**src/rtl/pid_mul_sequencer.sv**
```systemverilog
// pid_mul_sequencer
//   Fan-control PID iteration sequencer. On each sample request it forms the
//   error, integral and derivative terms, runs the three coefficient products
//   through one shared external sequential multiplier, accumulates them with
//   saturation and registers an unsigned duty command for the PWM stage.
//
// Ports
//   clk_i, rstn_i        clock, asynchronous active-low reset
//   sample_strb_i        start one control iteration (ignored while busy)
//   setpoint_i/actual_i  unsigned target / measured speed (N bits)
//   mul_start_strb_o     one-cycle start to the multiplier
//   mul_a_o / mul_b_o    signed coefficient / term operands (2N bits)
//   mul_done_strb_i      multiplier completion, mul_out_i valid with it
//   duty_o               registered unsigned duty command (N bits)
//   done_strb_o          duty_o updated this cycle
//   timeout_strb_o       iteration aborted, multiplier never answered
//   busy_o               sequencer not idle
//
// state  | meaning
// IDLE   | waiting for sample_strb_i
// LATCH  | form e, i_new, d; clear accumulator
// MUL_P  | start Kp*e
// WAIT_P | wait for Kp*e product
// MUL_I  | start Ki*i_new
// WAIT_I | wait for Ki*i_new product
// MUL_D  | start Kd*d
// WAIT_D | wait for Kd*d product, load duty on completion
// OUTPUT | pulse done, commit integral and previous error
module pid_mul_sequencer #(
  parameter int                    N       = 4,
  parameter logic signed [2*N-1:0] KP      = (2*N)'(2),
  parameter logic signed [2*N-1:0] KI      = (2*N)'(1),
  parameter logic signed [2*N-1:0] KD      = (2*N)'(1),
  parameter int                    TIMEOUT = 1023
) (
  input  logic           clk_i,
  input  logic           rstn_i,
  input  logic           sample_strb_i,
  input  logic [N-1:0]   setpoint_i,
  input  logic [N-1:0]   actual_i,
  output logic           mul_start_strb_o,
  output logic [2*N-1:0] mul_a_o,
  output logic [2*N-1:0] mul_b_o,
  input  logic           mul_done_strb_i,
  input  logic [2*N-1:0] mul_out_i,
  output logic [N-1:0]   duty_o,
  output logic           done_strb_o,
  output logic           timeout_strb_o,
  output logic           busy_o
);

  localparam int W  = 2 * N;
  localparam int CW = $clog2(TIMEOUT + 1);

  localparam logic signed [W:0] SAT_MAX = {2'b00, {(W-1){1'b1}}};
  localparam logic signed [W:0] SAT_MIN = {2'b11, {(W-1){1'b0}}};

  typedef enum logic [3:0] {
    IDLE, LATCH, MUL_P, WAIT_P, MUL_I, WAIT_I, MUL_D, WAIT_D, OUTPUT
  } state_t;

  state_t          state_q, state_d;
  logic [W-1:0]    e_q, e_d;
  logic [W-1:0]    i_new_q, i_new_d;
  logic [W-1:0]    d_q, d_d;
  logic [W-1:0]    integral_q, integral_d;
  logic [W-1:0]    e_prev_q, e_prev_d;
  logic [W-1:0]    sum_q, sum_d;
  logic [N-1:0]    duty_q, duty_d;
  logic [CW-1:0]   cnt_q, cnt_d;
  logic            timeout_q, timeout_d;
  logic            mul_start;
  logic            done_strb;
  logic [W-1:0]    mul_a, mul_b;
  logic [W-1:0]    e_calc;

  // Operands are sign-extended to W+1 bits so the clamp sees the true result.
  function automatic logic [W-1:0] sat_add(input logic [W-1:0] a, input logic [W-1:0] b,
                                           input logic sub);
    logic signed [W:0] x;
    if (sub) x = $signed({a[W-1], a} - {b[W-1], b});
    else     x = $signed({a[W-1], a} + {b[W-1], b});
    if (x > SAT_MAX)      sat_add = SAT_MAX[W-1:0];
    else if (x < SAT_MIN) sat_add = SAT_MIN[W-1:0];
    else                  sat_add = x[W-1:0];
  endfunction

  function automatic logic [N-1:0] clamp_duty(input logic [W-1:0] s);
    if (s[W-1])           clamp_duty = '0;
    else if (|s[W-2:N])   clamp_duty = '1;
    else                  clamp_duty = s[N-1:0];
  endfunction

  // Difference of two unsigned N-bit values always fits in W signed bits.
  assign e_calc = {{N{1'b0}}, setpoint_i} - {{N{1'b0}}, actual_i};

  always_comb begin
    state_d    = state_q;
    e_d        = e_q;
    i_new_d    = i_new_q;
    d_d        = d_q;
    integral_d = integral_q;
    e_prev_d   = e_prev_q;
    sum_d      = sum_q;
    duty_d     = duty_q;
    cnt_d      = cnt_q;
    timeout_d  = 1'b0;
    mul_start  = 1'b0;
    done_strb  = 1'b0;
    mul_a      = '0;
    mul_b      = '0;

    // Operands stay on the bus from the start cycle through the wait.
    case (state_q)
      MUL_P, WAIT_P: begin mul_a = KP; mul_b = e_q;     end
      MUL_I, WAIT_I: begin mul_a = KI; mul_b = i_new_q; end
      MUL_D, WAIT_D: begin mul_a = KD; mul_b = d_q;     end
      default: ;
    endcase

    case (state_q)
      IDLE: if (sample_strb_i) state_d = LATCH;
      LATCH: begin
        e_d     = e_calc;
        i_new_d = sat_add(integral_q, e_calc, 1'b0);
        d_d     = sat_add(e_calc, e_prev_q, 1'b1);
        sum_d   = '0;
        state_d = MUL_P;
      end
      MUL_P, MUL_I, MUL_D: begin
        mul_start = 1'b1;
        cnt_d     = '0;
        state_d   = (state_q == MUL_P) ? WAIT_P : (state_q == MUL_I) ? WAIT_I : WAIT_D;
      end
      WAIT_P, WAIT_I, WAIT_D: begin
        cnt_d = cnt_q + 1'b1;
        // A done arriving on the final count still completes the product.
        if (mul_done_strb_i) begin
          sum_d = sat_add(sum_q, mul_out_i, 1'b0);
          if (state_q == WAIT_P)      state_d = MUL_I;
          else if (state_q == WAIT_I) state_d = MUL_D;
          else begin
            duty_d  = clamp_duty(sum_d);
            state_d = OUTPUT;
          end
        end else if (cnt_q == CW'(TIMEOUT - 1)) begin
          timeout_d = 1'b1;
          state_d   = IDLE;
        end
      end
      OUTPUT: begin
        done_strb  = 1'b1;
        integral_d = i_new_q;
        e_prev_d   = e_q;
        state_d    = IDLE;
      end
      default: state_d = IDLE;
    endcase
  end

  always_ff @(posedge clk_i or negedge rstn_i) begin
    if (!rstn_i) begin
      state_q    <= IDLE;
      e_q        <= '0;
      i_new_q    <= '0;
      d_q        <= '0;
      integral_q <= '0;
      e_prev_q   <= '0;
      sum_q      <= '0;
      duty_q     <= '0;
      cnt_q      <= '0;
      timeout_q  <= 1'b0;
    end else begin
      state_q    <= state_d;
      e_q        <= e_d;
      i_new_q    <= i_new_d;
      d_q        <= d_d;
      integral_q <= integral_d;
      e_prev_q   <= e_prev_d;
      sum_q      <= sum_d;
      duty_q     <= duty_d;
      cnt_q      <= cnt_d;
      timeout_q  <= timeout_d;
    end
  end

  assign mul_start_strb_o = mul_start;
  assign mul_a_o          = mul_a;
  assign mul_b_o          = mul_b;
  assign duty_o           = duty_q;
  assign done_strb_o      = done_strb;
  assign timeout_strb_o   = timeout_q;
  assign busy_o           = (state_q != IDLE);

endmodule

```
**config.mk**
```make
export PLATFORM = sky130hd
export DESIGN_NAME = pid_mul_sequencer
export DESIGN_NICKNAME = d
export VERILOG_FILES = /design/src/rtl/pid_mul_sequencer.sv
export SDC_FILE = /design/constraint.sdc
export NUM_CORES = 1
export LEC_CHECK = 0
export ABC_AREA = 1
export BUFFER_PORTS_ARGS = -buffer_cell sky130_fd_sc_hd__buf_2
export CAP_MARGIN = 20
export CORE_MARGIN = 5
export CORE_UTILIZATION = 53
export DETAILED_ROUTE_END_ITERATION = 10
export GPL_TIMING_DRIVEN = 0
export PLACE_DENSITY = 0.76
export SLEW_MARGIN = 0
export SYNTH_ARGS = -nofsm -noshare
export SYNTH_HDL_FRONTEND = slang
export SYNTH_SLANG_ARGS = --single-unit
```
**constraint.sdc**
```tcl
create_clock -name clk_i -period 2 [get_ports clk_i]
set_input_delay 0 -clock clk_i [delete_from_list [all_inputs] [get_ports clk_i]]
set_output_delay 0 -clock clk_i [all_outputs]
set_load 0.05 [all_outputs]
```
# Word level (Yosys, flattened, before mapping)
# Index checks and enable logic that the tools add are counted.
# op_classes
n_reduce_logical	14
order_cmp	6
mux	32
n_eq_ne	12
bitwise	2
n_addsub	5
# ops
cell	count
$mux W8	9
$mux W9	4
$mux W4	7
$gt A9 B8 Y1 const B	3
$lt A9 B8 Y1 const B	3
$pmux W8 S3	1
$pmux W10 S2	1
$eq A4 B3 Y1 const B	4
$pmux W4 S4	1
$pmux W8 S2	1
$add A10 B1 Y10 const B	1
$eq A10 B10 Y1 const B	1
$add A8 B5 Y9	1
$add A8 B8 Y9	1
$reduce_or A3 Y1	3
$eq A4 B2 Y1 const B	2
$reduce_or A2 Y1	3
$sub A5 B5 Y6	1
$mux W1	5
$sub A4 B4 Y5	1
$eq A4 B1 Y1 const B	1
$eq A4 B4 Y1 const B	1
$logic_not A4 Y1	1
$ne A2 B2 Y1 const B	2
other kinds (10)	13
# word_totals
regBits	61
inputBits	20
out_inout_bits	24
elab_cells	81

# Longest topological paths before layout
# depth
ltp_word	11
ltp_mapped	17
mapped_depth_nobuf	17

# Least setup slack after synthesis
# Ideal clock, no wire load.
# synth_path
path_type	reg-to-output
startpoint	register state_q[3]
endpoint	output port mul_b_o[5]
path_buffers	0
required_time_ps	2000
path_stages_with_launch	4
slack_ps	-575
arrival_ps	2575
path_cell_list	dfrtp_1 nor2_1 nand2_2 o21ai_0
# synth_via
elab_chain_len	3
elab_cells_between_ends	10
classes_between	eq/ne: 6; mux: 1; reduce/logical: 3
# synth_rtl
element	line_no	rtl
start: declaration	62	state_t state_q, state_d;
start signal: assignment	174	state_q <= state_d;
$eq A4 B3 Y1 or $eq A4 B2 Y1 (tied branches)	114	case (state_q)
$reduce_or A2 Y1, on equally long branches	-	
$pmux W8 S3 *	114	
end: declaration	43	output logic [2*N-1:0] mul_b_o,
# Mark *: on every way between the ends. The rest lies on a longest branch, timed or not.

# Worst setup path in the final report
# layout_path
startpoint	input port setpoint_i[0]
endpoint	register i_new_q[4]
# layout_via
elab_chain_len	6
elab_cells_between_ends	7
classes_between	add/sub: 2; order compare: 2; mux: 3
# layout_rtl
element	line_no	rtl
start: declaration	39	input logic [N-1:0] setpoint_i,
$sub A4 B4 Y5 *	95	assign e_calc = {{N{1'b0}}, setpoint_i} - {{N{1'b0}}, actual_i};
via e_calc[4]	75	logic [W-1:0] e_calc;
$add A8 B5 Y9 *	82	else x = $signed({a[W-1], a} + {b[W-1], b});
$mux W9 *	121	case (state_q)
$lt A9 B8 Y1	84	else if (x < SAT_MIN) sat_add = SAT_MIN[W-1:0];
$mux W8	84	
$mux W8 *	83	if (x > SAT_MAX) sat_add = SAT_MAX[W-1:0];
end signal: assignment	176	i_new_q <= i_new_d;
end: declaration	64	logic [W-1:0] i_new_q, i_new_d;
# Mark *: on every way through the listed nets, which the timed path passes. The rest lies on a longest branch. The select of a mux whose other input is x is not followed.
# A chain may end at the register's enable or synchronous reset.

==> impl_metrics.env <==
export IMPL_h_tree_depth=3
export IMPL_seq_area_frac_synth=0.3809
export IMPL_synthArstFlopShare=1.000
export IMPL_holdWs_ns=0.1070
export IMPL_die_y_um=95.52
export IMPL_routedWlPerCell_um=14.21
export IMPL_rsz0062_at_grt="true"
export IMPL_synthFlopType="dfrtp_1"
export IMPL_syn_mean_instance_area_um2=8.178
export IMPL_numCtsBuffers=9
export IMPL_overflow=0
export IMPL_setup_viol=7
export IMPL_clock_latency_ns=0.34
export IMPL_antenna_cells=0
export IMPL_synthToLayoutAreaGrowth_pct=27.86
export IMPL_post_synth_instance_area_um2=3876
export IMPL_crit_fanout=5
export IMPL_ir_drop_v=0.001131
export IMPL_post_route_util=0.6907
export IMPL_reg2reg_depth=10
export IMPL_ant_nets=0
export IMPL_die_area_um2=9124
export IMPL_path_class="in -> reg"
export IMPL_cts_buffer_depth=2
export IMPL_core_area_um2=7176
export IMPL_yosys_top_cells_area="dfrtp_1 (38%), nand2_1 (12%), ha_1 (9.0%)"
export IMPL_worstMarginPinSlew_ns=0.6716
export IMPL_drv_cap=0
export IMPL_antenna_found_initial=0
export IMPL_grt_max_degree=33
export IMPL_hold_viol=0
export IMPL_drive_gt1_frac=0.3091
export IMPL_clock_sinks=59
export IMPL_leakagePower_nw=2.487
export IMPL_cp_required_ns=2.22
export IMPL_start_util=0.5402
export IMPL_ys_top_cells_by_count="nand2_1 (124), dfrtp_1 (59), inv_1 (55), ha_1 (28)"
export IMPL_finClkSkew_ns=0.01228
export IMPL_min_period_over_period=1.084
export IMPL_synth_top_area_share=0.3809
export IMPL_via_per_inst=5.231
export IMPL_finalNetCount=598
export IMPL_startpoint_type="input port"
export IMPL_drc=0
export IMPL_fin_area_um2=4956
export IMPL_fin_ws_ns=-0.1686
export IMPL_maxSlewViolCount=0
export IMPL_slew_headroom=0.5523
export IMPL_clk_pin_slew_worst_paths_ns=0.06
export IMPL_die_width_um=95.52
export IMPL_row_count=31
export IMPL_synth_most_common_cell="nand2_1"
export IMPL_port_buffers=37
export IMPL_vias=3395
export IMPL_drt_iter0_drc=153
export IMPL_place_inst=616
export IMPL_ys_ff_latch=59
export IMPL_cts_root_buf="clkbuf_8"
export IMPL_gp_congestion=0.9121
export IMPL_fmaxAchievable_mhz=461.1
export IMPL_ys_warn_count=0
export IMPL_dp_hpwl_mm=6.510
export IMPL_critical_path_arrival_ns=2.39
export IMPL_violations="negative setup slack"
export IMPL_yosysTopAreaCell="dfrtp_1"
export IMPL_grt_pass1_wl_mm=15.50
export IMPL_synth_cell_types=42
export IMPL_grt_pass1_vias=3421
export IMPL_firstDrtPassIters=4
export IMPL_fin_crit_ns=2.169
export IMPL_hp_class="in -> reg"
export IMPL_track_usage=0.2178
export IMPL_end_kind="flip-flop"
export IMPL_status="finished with violations"
export IMPL_synth_edf_count=0
export IMPL_cts_tree="built"
export IMPL_place_area_um2=4339
export IMPL_totalWireLength_mm=9.223
export IMPL_synth_cells=474
export IMPL_dp_worst_setup_slack_ns=-0.7506
export IMPL_power_density_nw_per_um2=1724
export IMPL_hold_path_depth=4
export IMPL_layout_cells_non_filler=649
export IMPL_boundaryPins=44
==> cell families after synthesis <==
| kind of cell | count (synthesis) | share of synthesized area |
|---|---|---|
| simple gates | 208 | 0.2550 |
| compound gates | 81 | 0.1272 |
| buf+inv | 78 | 0.09102 |
| flops | 59 | 0.3809 |
| fa+ha+maj | 32 | 0.1110 |
| xor+xnor | 15 | 0.03389 |
| other cells | 1 | 0.0009674 |
==> through the flow <==
stage	TNS (ns)	total power, mW
floorplan	-1.764	5.695
global placement	-5.523	6.555
detailed placement	-6.569	6.689
CTS	-0.1735	8.174
global route	-1.354	9.220
finish	-0.8504	8.544
==> repair_timing <==
item / CTS / global route
cloned: 1 / 0
pin swaps: 21 / 18
endpoints found under the setup margin: 25 / 22
gates resized for setup: 19 / 28
hold buffers: 3 / 0
setup buffers: 9 / 5
endpoints found under the hold margin: 29 / 0
==> sequential cells by signal, indices dropped and copies added (netlist names) <==
name / count
e_q: 5
sum_q: 8
d_q: 6
duty_o: 4
i_new_q: 8
integral_q: 8
e_prev_q: 5
cnt_q: 10
timeout_strb_o: 1
state_q: 4
==> layout make-up <==
type	count	area, µm²
multi-input cells	342	2401
flip-flops and latches	59	1478
clock buffers	14	182.7
repair buffers	56	370.4
fillers	568	2220
well taps	99	123.9
plain buffers	12	102.6
clock inverters	1	30.03
inverters	66	267.8
==> path summary, 6_finish.rpt <==
check | endpoint | slack [ns] | start
hold / removal | sum_q[0]$_DFFE_PN0P_ | 0.11 | mul_out_i[0]
min in group asynchronous | cnt_q[7]$_DFFE_PN0P_ | 0.24 | rstn_i
setup / recovery | i_new_q[4]$_DFFE_PN0P_ | -0.17 | setpoint_i[0]
max in group asynchronous | e_q[0]$_DFFE_PN0P_ | 1.16 | rstn_i
hold reg to reg | duty_o[0]$_DFFE_PN0P_ | 0.48 | duty_o[0]$_DFFE_PN0P_
setup reg to reg | i_new_q[4]$_DFFE_PN0P_ | 0.01 | integral_q[0]$_DFFE_PN0P_
==> power breakdown <==
part / internal (mW) / switching [mW]
clock: 0.706 / 0.476
sequential: 1.66 / 0.329
combinational: 1.89 / 3.49
==> cell usage in the layout, fill, tap and decap left out, types with 2 or more instances in the layout <==
master / n
nor3_1: 5
o21ai_2: 11
fa_2: 2
nor3_2: 2
conb_1: 6
xor2_1: 9
nor2_8: 2
o21ai_0: 15
nor2_4: 5
buf_2: 37
ha_4: 11
nand3_1: 18
ha_1: 16
nand2_1: 118
a31oi_1: 2
inv_1: 53
a21oi_1: 16
dlygate4sd3_1: 3
buf_6: 4
dfrtp_1: 58
nand2_4: 7
buf_12: 2
o21ai_1: 16
nand4_1: 6
nand3_2: 4
xnor2_1: 3
a211oi_1: 2
o221ai_2: 4
clkbuf_8: 13
buf_4: 20
xor2_2: 2
fa_1: 2
inv_2: 10
a21oi_2: 5
a21o_1: 2
nand2_2: 11
nor3_4: 3
nor2_1: 22
==> critical path, cell delays in order <==
cell and delay, ns:
buf_8 0.11, inv_12 0.04, ha_4 0.11, inv_2 0.04, fa_2 0.33, a21o_1 0.19
a21oi_4 0.19, buf_12 0.15, ha_4 0.21, a21o_1 0.18, a21boi_2 0.18, nand2_1 0.09
nand2_2 0.09, nand2_4 0.07, nand2_4 0.08, clkinv_4 0.06, nor2_4 0.17, a21oi_1 0.09
==> routing by layer <==
| metal | wire, µm | global-route usage | vias up |
|---|---|---|---|
| met3 | 333 | 0.04972 | 12 |
| met2 | 4628 | 0.3578 | 59 |
| met4 | 116 | 0.06991 | 0 |
| li1 | - | - | 1678 |
| met5 | 0 | 0 | - |
| met1 | 4145 | 0.2845 | 1646 |
No activity file was read; power rests on OpenSTA's default activity.
